===== src/rtl/ttt_game_ctrl.sv =====
// Tic-tac-toe controller: holds the 3x3 board, cursor and turn, detects win/draw, blinks the win line.
// Latency: game_state/winner/turn/cursor registered (1 cycle); tiles/color one further cycle behind.
// Backpressure: none; buttons are single-cycle pulses and at most one action is taken per cycle.
module ttt_game_ctrl #(
  parameter int unsigned BLINK_CYCLES = 25_000_000
) (
  input  logic        clk,
  input  logic        reset,
  input  logic        btn_up,
  input  logic        btn_down,
  input  logic        btn_left,
  input  logic        btn_right,
  input  logic        btn_select,
  input  logic        new_game,
  output logic [17:0] tiles,
  output logic [8:0]  color,
  output logic [1:0]  game_state,
  output logic [1:0]  winner,
  output logic        turn,
  output logic [3:0]  cursor
);

  localparam int unsigned CNT_W = $clog2(BLINK_CYCLES);
  localparam logic [CNT_W-1:0] CNT_LAST = CNT_W'(BLINK_CYCLES - 1);

  // Eight winning lines as 9-bit tile masks: rows, columns, diagonals.
  localparam logic [71:0] LINE_MASKS = {9'h054, 9'h111, 9'h124, 9'h092,
                                        9'h049, 9'h1C0, 9'h038, 9'h007};

  typedef enum logic [1:0] {
    ST_PLAY  = 2'b00,
    ST_CHECK = 2'b01,
    ST_WIN   = 2'b10,
    ST_DRAW  = 2'b11
  } state_e;

  state_e           state_q, state_d;
  logic [17:0]      board_q, board_d;
  logic [3:0]       cursor_q, cursor_d;
  logic             turn_q, turn_d;
  logic [1:0]       winner_q, winner_d;
  logic [8:0]       mask_q, mask_d;
  logic [CNT_W-1:0] cnt_q, cnt_d;
  logic             phase_q, phase_d;
  logic [17:0]      tiles_q, tiles_d;
  logic [8:0]       color_q, color_d;

  logic [8:0]       occ;
  logic [8:0]       shape;
  logic [8:0]       hit_mask;
  logic [8:0]       line_m;
  logic [3:0]       cur_idx;
  logic [8:0]       cur_onehot;
  logic             cur_empty;
  logic [1:0]       row, col;
  logic [1:0]       row_n, col_n;

  // Split the board into occupancy/shape vectors, sanitise the cursor, OR together all complete lines.
  always_comb begin
    occ      = '0;
    shape    = '0;
    hit_mask = '0;
    line_m   = '0;
    for (int k = 0; k < 9; k++) begin
      occ[k]   = board_q[2*k];
      shape[k] = board_q[2*k+1];
    end
    for (int l = 0; l < 8; l++) begin
      line_m = LINE_MASKS[9*l +: 9];
      if (((occ & line_m) == line_m) &&
          (((shape & line_m) == line_m) || ((shape & line_m) == 9'd0))) begin
        hit_mask = hit_mask | line_m;
      end
    end
    cur_idx    = (cursor_q > 4'd8) ? 4'd4 : cursor_q;
    cur_onehot = 9'd1 << cur_idx;
    cur_empty  = ~|(occ & cur_onehot);
  end

  // Row/column of the (sanitised) cursor for wrap-around movement.
  always_comb begin
    row = 2'd1;
    col = 2'd1;
    case (cur_idx)
      4'd0: begin row = 2'd0; col = 2'd0; end
      4'd1: begin row = 2'd0; col = 2'd1; end
      4'd2: begin row = 2'd0; col = 2'd2; end
      4'd3: begin row = 2'd1; col = 2'd0; end
      4'd5: begin row = 2'd1; col = 2'd2; end
      4'd6: begin row = 2'd2; col = 2'd0; end
      4'd7: begin row = 2'd2; col = 2'd1; end
      4'd8: begin row = 2'd2; col = 2'd2; end
      default: begin row = 2'd1; col = 2'd1; end
    endcase
  end

  // Game FSM: prioritised action selection, move placement, line evaluation and blink timing.
  always_comb begin
    state_d  = state_q;
    board_d  = board_q;
    cursor_d = cur_idx;
    turn_d   = turn_q;
    winner_d = winner_q;
    mask_d   = mask_q;
    cnt_d    = cnt_q;
    phase_d  = phase_q;
    row_n    = row;
    col_n    = col;
    if (new_game || (btn_select && (state_q == ST_WIN || state_q == ST_DRAW))) begin
      state_d  = ST_PLAY;
      board_d  = '0;
      cursor_d = 4'd4;
      turn_d   = 1'b0;
      winner_d = 2'b00;
      mask_d   = '0;
      cnt_d    = '0;
      phase_d  = 1'b1;
    end else begin
      case (state_q)
        ST_PLAY: begin
          if (btn_select) begin
            // Occupied tile: the select is simply dropped.
            if (cur_empty) begin
              for (int k = 0; k < 9; k++) begin
                if (4'(k) == cur_idx) board_d[2*k +: 2] = {~turn_q, 1'b1};
              end
              turn_d  = ~turn_q;
              state_d = ST_CHECK;
            end
          end else begin
            if (btn_up)         row_n = (row == 2'd0) ? 2'd2 : row - 2'd1;
            else if (btn_down)  row_n = (row == 2'd2) ? 2'd0 : row + 2'd1;
            else if (btn_left)  col_n = (col == 2'd0) ? 2'd2 : col - 2'd1;
            else if (btn_right) col_n = (col == 2'd2) ? 2'd0 : col + 2'd1;
            cursor_d = {2'b00, row_n} * 4'd3 + {2'b00, col_n};
          end
        end
        ST_CHECK: begin
          if (|hit_mask) begin
            state_d  = ST_WIN;
            // turn has already flipped, so the mover is the opposite of turn_q.
            winner_d = turn_q ? 2'b01 : 2'b10;
            mask_d   = hit_mask;
            cnt_d    = '0;
            phase_d  = 1'b1;
          end else if (&occ) begin
            state_d = ST_DRAW;
          end else begin
            state_d = ST_PLAY;
          end
        end
        ST_WIN: begin
          if (cnt_q == CNT_LAST) begin
            cnt_d   = '0;
            phase_d = ~phase_q;
          end else begin
            cnt_d = cnt_q + 1'b1;
          end
        end
        default: begin
        end
      endcase
    end
  end

  // Renderer view: board plus cursor preview in PLAY, cursor highlight or blinking win line.
  always_comb begin
    tiles_d = board_q;
    color_d = '0;
    case (state_q)
      ST_PLAY: begin
        if (cur_empty) begin
          for (int k = 0; k < 9; k++) begin
            if (4'(k) == cur_idx) tiles_d[2*k +: 2] = {~turn_q, 1'b1};
          end
        end
        color_d = cur_onehot;
      end
      ST_CHECK: color_d = cur_onehot;
      ST_WIN:   color_d = mask_q & {9{phase_q}};
      default:  color_d = '0;
    endcase
  end

  // State and output registers.
  always_ff @(posedge clk or negedge reset) begin
    if (!reset) begin
      state_q  <= ST_PLAY;
      board_q  <= '0;
      cursor_q <= 4'd4;
      turn_q   <= 1'b0;
      winner_q <= 2'b00;
      mask_q   <= '0;
      cnt_q    <= '0;
      phase_q  <= 1'b1;
      tiles_q  <= '0;
      color_q  <= '0;
    end else begin
      state_q  <= state_d;
      board_q  <= board_d;
      cursor_q <= cursor_d;
      turn_q   <= turn_d;
      winner_q <= winner_d;
      mask_q   <= mask_d;
      cnt_q    <= cnt_d;
      phase_q  <= phase_d;
      tiles_q  <= tiles_d;
      color_q  <= color_d;
    end
  end

  assign tiles      = tiles_q;
  assign color      = color_q;
  assign game_state = state_q;
  assign winner     = winner_q;
  assign turn       = turn_q;
  assign cursor     = cursor_q;

endmodule


===== config.mk =====
export PLATFORM = sky130hd
export DESIGN_NAME = ttt_game_ctrl
export DESIGN_NICKNAME = d
export VERILOG_FILES = /design/src/rtl/ttt_game_ctrl.sv
export SDC_FILE = /design/constraint.sdc
export NUM_CORES = 1
export LEC_CHECK = 0
export ABC_CLOCK_PERIOD_IN_PS = 6150
export BUFFER_PORTS_ARGS = -buffer_cell sky130_fd_sc_hd__buf_4
export CAP_MARGIN = 30
export CORE_AREA = 2 2 118 120
export DETAILED_ROUTE_END_ITERATION = 8
export DIE_AREA = 0 0 120 122
export HOLD_SLACK_MARGIN = 0.06
export PLACE_DENSITY = 0.49
export SLEW_MARGIN = 20
export SYNTH_ARGS = -nofsm -noshare
export SYNTH_HDL_FRONTEND = slang
export SYNTH_SLANG_ARGS = --single-unit

===== constraint.sdc =====
create_clock -name clk -period 6.15 [get_ports clk]
set_clock_uncertainty 0.15 [all_clocks]
set_input_delay 1.5375 -clock clk [delete_from_list [all_inputs] [get_ports clk]]
set_output_delay 1.5375 -clock clk [all_outputs]
set_load 0.02 [all_outputs]

Word level (Yosys, flattened, before mapping). Memories as Yosys holds them, arrays and structs flattened. Cells that the tools add are included. Widths: inputs -> output; s select.

Register bits: 89. Memory bits (read-only): 64. Input port bits: 8. Output and inout bits: 36. Word-level logic and storage cells: 174. Memories: 1.

$add $sub $neg: 6. $mul: 1. Magnitude comparators: 1. Equality and inequality tests: 35. Shifts and indexed selects: 1. Mux-type cells: 68. Bitwise logic cells: 4. Reductions and logical operators: 47.

Memories: (no name shown) (words 16, width 4, read ports 1, clocked after memory_dff 0, wr ports 0, line 84) `case (cur_idx)`.

Operator list (count): $mux 18 (5); $mux 25 (3); $logic_not 9->1 (8); $mux 2 (34); $mux 9 (6); $pmux 25 s2 (1); $eq 3x3->1 const B (16); $add 25x1->25 const B (1); $eq 25x25->1 const B (1); $and 9x9->9 (2); $pmux 9 s2 (1); $reduce_or 9->1 (2); $eq 3x4->1 const A (4); $mux 4 (4); $mux 7 (2); $logic_or 1x1->1 (10); $logic_and 1x1->1 (9); $ne 3x3->1 const B (3); $reduce_and 3->1 (3); $reduce_and 9->1 (1); $shl 1x4->9 const A (1); $eq 2x2->1 const B (4); $eq 2x4->1 const A (2); $mux 8 (1); 22 further kinds (39).

Longest topological paths before layout. An unclocked memory read counts as a cell.

Depth in word-level cells: 16. Mapped depth: 17. Gate-level depth less buffers: 17.

Worst setup path before layout. OpenSTA, ideal clock, no wires.

Path type: flip-flop to flip-flop. Start point: register cursor_q[1], in the netlist cursor[1]. End point: register cursor_q[2], in the netlist cursor[2]. Setup time: 0.091 ns. Arrival time: 3.377 ns. Data required time: 5.909 ns. Slack: 2.532 ns. Stages on the path, launching flop included: 17. Path buffers: 0. Clock period less this slack: 3.618 ns. Cells stage by stage: dfrtp_1 -> nor2b_1 -> inv_1 -> ha_1 -> and2_1 -> a31oi_1 -> inv_1 -> ha_1 -> o22ai_1 -> a21oi_1 -> fa_1 -> ha_1 -> inv_1 -> fa_1 -> nand2_1 -> o21ai_0 -> nand2_1.

Word-level cells in the longest chain between the ends: 16. Elaborated cells between the ends (all ways): 32. Classes of those cells: 5 x add/sub; 1 x mul; 1 x order compare; 2 x eq/ne; 20 x mux; 2 x reduce/logical; 1 x memory.

RTL lines: start, declared (line 39) `logic [3:0] cursor_q, cursor_d;`; start signal, assigned (line 201) `cursor_q <= cursor_d;`; $gt 4x4->1 (line 75) `cur_idx = (cursor_q > 4'd8) ? 4'd4 : cursor_q;`; $mux 4 (*) (line 75); parallel branches: the longest is 12 deep, another holds $mem_v2 16x4; $mux 4 (*) (line 119) `case (state_q)`; $mux 4 (*) (line 109) `if (new_game || (btn_select && (state_q == ST_WIN || state_q == ST_DRAW))) begin`; net cursor_d[2] (line 39).

Mark *: on every way through the listed nets, which the timed path passes. The select of a mux whose other input is x is not followed. A chain may end at the register's enable or synchronous reset.

Worst setup path in the final report.
Start point: register cursor_q[3], in the netlist cursor[3]. End point: register cursor_q[3], in the netlist cursor[3].

Same word-level chain as after synthesis.

==> results by group <==
Run status
  • Status: finished, final reports clean

Cells and area
  • Share of layout cells above drive strength 1: 0.1367
  • Area grow syn2layout: 17.53%
  • Antenna Cells: 0
  • Layout net count: between 500 and 600
  • Commonest non-fill, non-tap cell in the layout: dfrtp_1
  • Commonest cells after routing, fill and taps aside: dfrtp_1 (87), nand2_1 (55), o21ai_0 (53)
  • # fillers: 1374
  • Fin cells: 714

Timing
  • Setup TNS: 0 ns
  • Max Fclk: around 0.25 GHz
  • Fin. Hold Viols: 0
  • Fin crit share: 0.6428
  • Unrepaired setup endpoints after global routing: no
  • Final Max Slew Viols: 0
  • Worst slew pin tran: 0.8166 ns
  • Relative slew margins: 0.4543
  • Final setup violation count: 0
  • Final Critical Period: between 3 and 4 ns

Synth
  • Post-synth EDFFs: 0
  • Most used DFF post-synth: dfrtp_1
  • Xor/xnor share of the synthesized area: 0
  • Simple-gate share of the synthesized area: 0.1859
  • YS warnings: 0
  • FF+latch count, synth: between 80 and 90
  • Largest family of logic cells by synthesized area: compound AO/OA/AOI/OAI gates
  • Sequential cell area fraction in the yosys report: 0.4844
  • Mux contribution to synthesized area: 0.006795
  • Synthesized area per cell: 9.337 um2
  • Complex-gate fraction of the synthesized area: 0.2501
  • Cells after Synth: between 400 and 500
  • Syn nets: around 520
  • Adder-cell share of the synthesized area: 0.04403
  • Mapped Area: between 0.004 and 0.005 mm2
  • Cell variety after synth: between 40 and 50
  • Post-synthesis async set-or-reset flop share: 1.000

GRT
  • Antenna violations before repair: 0
  • Gr usage total: 0.1788
  • First-pass GRT wire length: approximately 20000 um
  • Largest net degree at the start of global routing: 48
  • Total gr overflow: 0
  • Number of global-route vias before repair: 3815

Floorplanning
  • CORE AREA: roughly 0.014 mm2
  • Die area: 0.01464 mm2
  • I/O pin total: 44
  • Die Width: 120 um
  • DIE HEIGHT: around 120 um
  • Row cnt: 43
  • Starting Density: 0.3409

Clocking
  • # Post-CTS Setup Buffers: 0
  • Inserted Clock Buffers: 9
  • Hold-fix buffers, CTS: 0
  • Root Driver: clkbuf_16
  • Later-pin clock latency in the skew report: around 0.35 ns
  • H-tree Lvls: 3
  • Clk buf depth: 2
  • Worst-path clk slew: approximately 0.060 ns
  • Clock sinks: 89
  • CTS resizes: 0
  • TritonCTS clock tree: built

Drt
  • Routed Antenna Nets: 0
  • Routed wire length: ~12000 um
  • DR vias: ~3900
  • DRC violations left: 0
  • Initial DRT Pass Iterations: 5
  • Post-DR vias/cell: about 5.5
  • DRT iter0 DRCs: roughly 330
  • Routed len/inst: 17.24 um

Worst setup path
  • CP Launch Type: flip-flop
  • Reg2reg start: cursor[3]
  • R2r worst-path depth: 13
  • Critical Path RT: 6.28 ns
  • Crit path DAT: 4.08 ns
  • Worst setup path class: reg -> reg
  • Worst r2r dst: cursor[3]
  • Worst Setup End Kind: flip-flop
  • Reg2reg setup slack: ~2.2 ns
  • Worst-path fanout max: 9

Placement
  • Routability cong.: roughly 0.9
  • Port Buffers: 43
  • Placed Cells: ~700
  • Dpl hpwl: ~8600 um

Power and ir drop
  • Pwr dens: about 350 mW/mm2
  • Maximum vdd ir drop: roughly 110 uV
  • Leak: roughly 2.5 nW

Worst hold path
  • Hold path cells: 1
  • HP Start: cnt_q[22]
  • Endpoint, Worst Hold: cnt_q[22]
  • Hold Crit Class: reg -> reg

Flow run
  • Max-cap viol count: 0
cell type report:
class / count / area, um2 / area share
multi-input cells: 370 / 2258 / 0.4174
repair buffers: 47 / 352.8 / 0.06522
clock buffers: 10 / 239.0 / 0.04417
flip-flops and latches: 89 / 2230 / 0.4121
clock inverters: 5 / 56.30 / 0.01041
inverters: 13 / 48.80 / 0.009019
well taps: 180 / 225.2 / 0.04163
layer usage:
metal | GRT usage | part of all wire | up-vias
met2 | 0.2926 | 0.48 | 95
met5 | 0 | 0 | -
met1 | 0.2274 | 0.45 | 1908
met3 | 0.04073 | 0.048 | 19
li1 | - | - | 1906
met4 | 0.07721 | 0.026 | 0
how the worst max path moves through the flow:
stage / cells past startpoint / to / startpoint
2_1_floorplan: 16 / cursor[2] / cursor[1]
3_3_place_gp: 12 / cursor[2] / btn_down
3_5_place_dp: 13 / cursor[3] / cursor[3]
4_1_cts: 13 / cursor[3] / cursor[3]
5_1_grt: 14 / cursor[3] / cursor[3]
6_report: 13 / cursor[3] / cursor[3]
sequential cells by signal, indices dropped and copies added, names as in the netlist:
signal and count:
color 9, board_q 18, game_state 2, cursor 4, mask_q 9, winner 2
phase_q 1, cnt_q 25, tiles 18, turn 1
Yosys cell counts, types with 6 or more instances:
cell / number / share of area
inv_1: 13 / 0.011
o21a_1: 11 / 0.018
a21oi_1: 16 / 0.017
o22ai_1: 7 / 0.0095
o2111ai_1: 8 / 0.015
dfrtp_1: 87 / 0.47
o211ai_1: 6 / 0.0098
o21ai_1: 8 / 0.0087
o21ai_0: 53 / 0.058
nand4_1: 6 / 0.0082
clkbuf_1: 17 / 0.014
ha_1: 13 / 0.035
nand3_1: 16 / 0.017
nand2_1: 55 / 0.045
nor3_1: 15 / 0.016
and3_1: 16 / 0.022
a22o_1: 10 / 0.019
a31oi_1: 8 / 0.011
o21bai_1: 9 / 0.015
nor2_1: 36 / 0.029
o31ai_1: 23 / 0.038
stage by stage:
step                hold WS [ns]  cell area (um2)  power, mW  worst slack, ns  utilization
finish                    0.3244             5410      1.893            2.197       0.4006
global route              0.3362             5410      2.016            1.897       0.4006
CTS                       0.3245             5410      1.916            2.223       0.4006
detailed placement        0.3136             5115      1.357            2.241       0.3788
global placement          0.3115             5109      1.340            2.310       0.3783
floorplan                 0.2871             4603      1.127            2.532            -
worst max-delay path: stages, from the launching register on:
cell and delay, ns:
dfrtp_1 0.46, nor2b_1 0.35, inv_1 0.11, ha_1 0.26
nand2_1 0.26, o21ai_0 0.29, ha_1 0.37, a21o_1 0.20
fa_1 0.54, ha_1 0.14, inv_1 0.04, fa_1 0.35
mux2_2 0.27, nor2_1 0.08
cells by family after synthesis:
group	Yosys count
AOI/OAI and AO/OA	177
adders and majority gates	15
buffers and inverters	34
DFF	89
muxes	3
and+or+nand+nor	175
power breakdown:
| part | internal [mW] | total (mW) | switching [mW] |
|---|---|---|---|
| sequential | 0.657 | 0.736 | 0.0793 |
| combinational | 0.214 | 0.601 | 0.388 |
| clock | 0.323 | 0.556 | 0.233 |
| total | 1.19 | 1.89 | 0.700 |
No activity file was read; power rests on OpenSTA's default activity.
